`config.mk`:
```
export PLATFORM = sky130hd
export DESIGN_NAME = demux_rr_scheduler
export DESIGN_NICKNAME = d
export VERILOG_FILES = /design/src/rtl/demux_rr_scheduler.sv
export SDC_FILE = /design/constraint.sdc
export NUM_CORES = 1
export LEC_CHECK = 0
export CAP_MARGIN = 5
export CELL_PAD_IN_SITES_DETAIL_PLACEMENT = 0
export CELL_PAD_IN_SITES_GLOBAL_PLACEMENT = 1
export CORE_MARGIN = 5
export CORE_UTILIZATION = 41
export DETAILED_ROUTE_END_ITERATION = 6
export DONT_BUFFER_PORTS = 1
export PLACE_DENSITY = 0.81
export SLEW_MARGIN = 20
export SYNTH_ARGS = -nofsm -noshare
export SYNTH_HDL_FRONTEND = slang
export SYNTH_SLANG_ARGS = --single-unit
export TNS_END_PERCENT = 1
```
`constraint.sdc`:
```
create_clock -name clk -period 1.65 [get_ports clk]
set_clock_uncertainty 0.1 [all_clocks]
set_input_delay 0.4125 -clock clk [delete_from_list [all_inputs] [get_ports clk]]
set_output_delay 0.4125 -clock clk [all_outputs]
set_load 0.005 [all_outputs]
```
`src/rtl/demux_rr_scheduler.sv`:
```
// Frame sequencer for a 1-to-8 demux: takes serial bits over valid/ready and
// hands one bit to each enabled channel in ascending order.
module demux_rr_scheduler #(
   parameter int NCH = 8
) (
   input  logic                    clk,
   input  logic                    rst_n,
   input  logic                    start,
   input  logic [NCH-1:0]          ch_mask,
   input  logic                    abort,
   input  logic                    in_valid,
   input  logic                    in_data,
   output logic                    in_ready,
   output logic [$clog2(NCH)-1:0]  dmx_sel,
   output logic                    dmx_en,
   output logic                    dmx_in,
   output logic                    busy,
   output logic                    frame_done,
   output logic                    err_mask
);

   localparam int SW = $clog2(NCH);

   typedef enum logic [1:0] {IDLE, SEEK, XFER, DONE} state_t;

   state_t          state, state_nxt;
   logic [NCH-1:0]  pending, pending_nxt;
   logic [SW-1:0]   low_idx;
   logic            hs;

   // Handshake: a sample moves when in_valid and in_ready are both high at a
   // rising edge; in_ready is high only in XFER and is dropped by abort.
   assign in_ready = (state == XFER) && !abort;
   assign busy     = (state != IDLE);
   assign hs       = in_valid && in_ready;

   // Scanning downward leaves the lowest set bit as the winner.
   always_comb begin
      low_idx = '0;
      for (int i = NCH - 1; i >= 0; i--) begin
         if (pending[i]) low_idx = SW'(i);
      end
   end

   always_comb begin
      state_nxt   = state;
      pending_nxt = pending;
      case (state)
         IDLE: begin
            if (start && (ch_mask != '0)) begin
               pending_nxt = ch_mask;
               state_nxt   = SEEK;
            end
         end
         SEEK: state_nxt = XFER;
         XFER: begin
            if (hs) begin
               pending_nxt[dmx_sel] = 1'b0;
               state_nxt = (pending_nxt != '0) ? SEEK : DONE;
            end
         end
         DONE:    state_nxt = IDLE;
         default: state_nxt = IDLE;
      endcase
      if (abort && (state != IDLE)) begin
         state_nxt   = IDLE;
         pending_nxt = '0;
      end
   end

   always_ff @(posedge clk or negedge rst_n) begin
      if (!rst_n) begin
         state   <= IDLE;
         pending <= '0;
      end else begin
         state   <= state_nxt;
         pending <= pending_nxt;
      end
   end

   // dmx_sel only moves when leaving SEEK, so it is stable across each pulse.
   always_ff @(posedge clk or negedge rst_n) begin
      if (!rst_n) begin
         dmx_sel    <= '0;
         dmx_en     <= 1'b0;
         dmx_in     <= 1'b0;
         frame_done <= 1'b0;
         err_mask   <= 1'b0;
      end else begin
         if ((state == SEEK) && !abort) dmx_sel <= low_idx;
         dmx_en     <= hs;
         dmx_in     <= hs && in_data;
         frame_done <= (state == XFER) && (state_nxt == DONE);
         err_mask   <= (state == IDLE) && start && (ch_mask == '0);
      end
   end

endmodule

```
After elaboration in Yosys (flattened, before gate mapping)
Index checks and enable logic that the tools add are counted.

Order comparisons: 2. Equality and inequality tests: 6. Multiplexer cells: 19. Bitwise gates (word level): 2. Reduce and logical (&&, ||, !) cells: 18.

Operator list (number): 2-to-1 mux 3 bit (8); 2-to-1 mux 8 bit (3); case mux 8 bit (2 select lines) (1); nonzero test 8 bit (2); logical AND 1 bit (10); AND 8 bit (1); logical NOT 8 bit (1); 2-to-1 mux 2 bit (4); inverter 8 bit (1); case mux 2 bit (4 select lines) (1); equality test 2 bit (second input constant) (3); less-than comparator 3 x 4 -> 1 bit (second input constant) (1); demux 1 bit (select 3 bit) (1); >= comparator 3 x 1 -> 1 bit (second input constant) (1); inequality test 3 x 2 -> 1 bit (second input constant) (1); inequality test 3 bit (second input constant) (1); AND reduction 3 bit (1); nonzero test 3 bit (1); equality test 2 x 1 -> 1 bit (second input constant) (1); logical NOT 2 bit (1); nonzero test 2 bit (1); logical NOT 1 bit (1); 2-to-1 mux 1 bit (1).

Register bits after elaboration: 17. Bits of input ports: 14. Output and inout bits: 9. Word-level logic and storage cells: 54.

Logic depth before layout (Yosys ltp)
Depth after elaboration: 13. Gate-level depth with buffers: 6. Mapped depth without buffers: 5.

Worst setup path before layout
No wires, ideal clock.

Path type: flip-flop to flip-flop. Start point: register state[1]. End point: register pending[3]. Arrival: 1.378 ns. Data required time: 1.424 ns. Slack: 0.046 ns. Cell stages (with the launch flop): 5. Buffers on the path: 0. Period minus slack after synthesis: 1.604 ns. Cells stage by stage: dfrtp_1 > nor3b_4 > a21boi_4 > o22ai_4 > a221o_1.

Longest elaborated chain between the ends: 5. Elaborated cells between the ends (all ways): 12. Classes of those cells: eq/ne: 3; mux: 2; reduce/logical: 7.

RTL lines: start: declaration (RTL line 26) `state_t state, state_nxt;`; start signal: assignment (RTL line 76) `state <= state_nxt;`; equality test 2 bit (RTL line 33, 48); logical AND 1 bit (RTL line 33) `assign in_ready = (state == XFER) && !abort;`; logical AND 1 bit (RTL line 35) `assign hs = in_valid && in_ready;`; inequality test 3 x 2 -> 1 bit (no line); AND reduction 3 bit (no line); end signal: assignment (RTL line 77) `pending <= pending_nxt;`; end: declaration (RTL line 27) `logic [NCH-1:0] pending, pending_nxt;`.

Several ways; a longest one is shown, not always the timed one. A chain may end at the register's enable or synchronous reset.

Worst setup path after layout
Start point: register state[0]. End point: output port in_ready.

Longest elaborated chain between the ends: 2.

RTL lines: equality test 2 bit (RTL line 33); logical AND 1 bit (RTL line 33); end: declaration (RTL line 13) `output logic in_ready,`.

Every way passes these cells.

==> metrics.md <==
| Metric | Value |
|---|---|
| Synth area leader | dfrtp_1 |
| CTS clock-pin slew for the worst setup and hold paths | around 0.10 ns |
| CTS Buffer Depth | 2 |
| Initial antenna violation count | 0 |
| Clock Latency Late Sink | between 0.2 and 0.3 ns |
| Initial core utilization | 0.436 |
| Number of global-route vias before repair | roughly 900 |
| Syn_nets | 120 |
| TritonRoute pass-1 iters | 4 |
| Cell Area, Synth | around 1000 um2 |
| Routability Congestion | ~0.9 |
| Leakage | just over 0.0005 uW |
| Failing checks | setup timing |
| Final wirelength | between 2 and 3 mm |
| Synthesis warning total | 0 |
| Die Ht | a little under 60 um |
| Yosys cell types | 36 |
| Non-filler cells, final | around 150 |
| Num rows | 17 |
| Die Area | 3450 um2 |
| Final setup viols | 1 |
| Tot Pwr | between 1500 and 2000 uW |
| Worst rel slew slack | 0.480 |
| Layout area overhead | 15.8% |
| Via count | 885 |
| N_diodes | 0 |
| I/O Pins | 23 |
| CTS H-tree depth | 1 |
| Num CTS Buffers | 3 |
| Max frequency | ~0.60 GHz |
| Post-synth ARST share | 1.00 |
| Arrival time at the worst endpoint | around 1.2 ns |
| Top post-synthesis cells by count | nand2_1, dfrtp_1, a21oi_1 |
| Worst setup EP type | primary output |
| Critical path peak fanout | 6 |
| CP required | around 1.1 ns |
| Post-DP HPWL | roughly 1.9 mm |
| Worst Tran Pin Value | 0.777 ns |
| Vias per cell | about 6 |
| Worst vdd ir | 0.000883 V |
| Util after Layout | 0.505 |
| Fin area | approximately 1100 um2 |
| Port bufs | 0 |
| Synth top area share | 0.436 |
| Seq/Total Area, Yosys | 0.436 |
| Status | complete, but fails checks |
| Largest net degree at the start of global routing | 18 |
| Final Slew Violations | 0 |
| Number of synthesized flops with an enable pin | 0 |
| Minimum clock period | about 1.7 ns |
| Share of cells above drive strength 1 | 0.258 |
| Startpoint Class | register |
| Gr usage total | 0.157 |
| Most common cell in the netlist | nand2_1 |
| Clk sink count | 17 |
| Kind of critical path | register to primary output |
| DRC | 0 |
| Avg Inst Size Synth | 9.20 um2 |
| Pre-CTS WS | between 0.05 and 0.06 ns |
| DR iter-0 viols | 38 |
| Routed Antenna Nets | 0 |
| Unrepaired setup endpoints after global routing | yes |
| Max_cap viols | 0 |
| TritonCTS clock tree | done |
| Cell Area, Placed | 1030 um2 |
| Routed len/inst | about 18 um |
| Final worst-path cycle share | 1.01 |
| Post-Syn Instances | between 100 and 150 |
| Die width | approximately 60 um |
| Pwr Density | about 1400 nW/um2 |
| Number of synthesized register bits | 17 |
| CTS Root Cell | clkbuf_4 |
| DP Cell Count | about 140 |
| Final setup margin | -0.0188 ns |
| First-pass GRT wire length | approximately 4.2 mm |
| Total grt overflow | 0 |
| Core region area | roughly 2200 um2 |
| Worst Hold Class | input port to register |
| Top FF cell, synth | dfrtp_1 |
| FILL cells | 223 |
| Dominant cells by area after synthesis | dfrtp_1, nand2_1, a21oi_1 |
| Hold Violations, Final | 0 |
| Nets | 135 |
per-layer routing:
metal  global-route usage  share of wire  vias to the layer above
met2                0.267           0.50                       42
met4               0.0485          0.012                        0
met3               0.0439          0.091                        4
li1                     -              -                      414
met5                    0              0                        -
met1                0.192           0.40                      425
sequential cells by signal (all words and copies together), names as in the netlist:
signal / flops
dmx_sel: 3
pending: 8
state: 2
frame_done: 1
dmx_en: 1
dmx_in: 1
err_mask: 1
layout make-up:
type,count,area (um2),share of cell area
multi-input cells,78,498,0.441
flip-flops and latches,17,429,0.380
repair buffers,15,115,0.102
well taps,28,35.0,0.0310
clock buffers,4,26.3,0.0233
inverters,6,25.0,0.0222
through the flow:
stage | TNS (ns) | hold WS [ns]
global placement | 0 | 0.0173
detailed placement | 0 | 0.0172
finish | -0.0188 | 0.112
floorplan | 0 | 0.0169
CTS | -0.0245 | 0.104
global route | -0.260 | 0.107
kinds of logic after synthesis:
group | after synthesis | share of synthesized area
compound gates | 31 | 0.236
buf+inv | 11 | 0.0745
simple gates | 47 | 0.253
flops | 17 | 0.436
cell usage in the layout, fill, tap and decap left out, types with 3 or more instances in the layout:
cell type,n
inv_1,5
nand2_1,18
dfrtp_2,3
o21ai_1,4
buf_4,14
clkbuf_4,3
nor2_1,5
dfrtp_1,14
nor3_1,4
a31oi_1,3
a21oi_1,8
nor4_1,5
power by group:
group	switching [uW]	internal (uW)	total, uW
registers	226	528	755
clock network	133	94.1	227
logic	323	326	649
worst paths after layout:
path / from / end / slack [ns] / depth (start not counted)
setup / recovery: state[0]$_DFF_PN0_ / in_ready / -0.02 / 3
hold / removal: in_valid / state[1]$_DFF_PN0_ / 0.11 / 1
setup reg to reg: state[0]$_DFF_PN0_ / pending[3]$_DFFE_PN0P_ / 0 / 5
hold reg to reg: pending[4]$_DFFE_PN0P_ / pending[4]$_DFFE_PN0P_ / 0.51 / 2
max in group asynchronous: rst_n / dmx_sel[2]$_DFFE_PN0P_ / 0.39 / 1
min in group asynchronous: rst_n / pending[1]$_DFFE_PN0P_ / 0.53 / 1
critical path, cell delays in order (launching register included):
cell,delay (ns)
dfrtp_1,0.39
nand2b_4,0.14
or2_4,0.25
inv_4,0.09
timing repair:
| action | CTS | global route |
|---|---|---|
| buffers inserted | 3 | 1 |
| hold buffers | 1 | 0 |
| resized for setup | 4 | 4 |
| hold endpoints to repair | 17 | 0 |
| endpoints found under the setup margin | 1 | 9 |
| pin swaps | 2 | 1 |
Note: power is estimated with default switching activity, not from simulation.
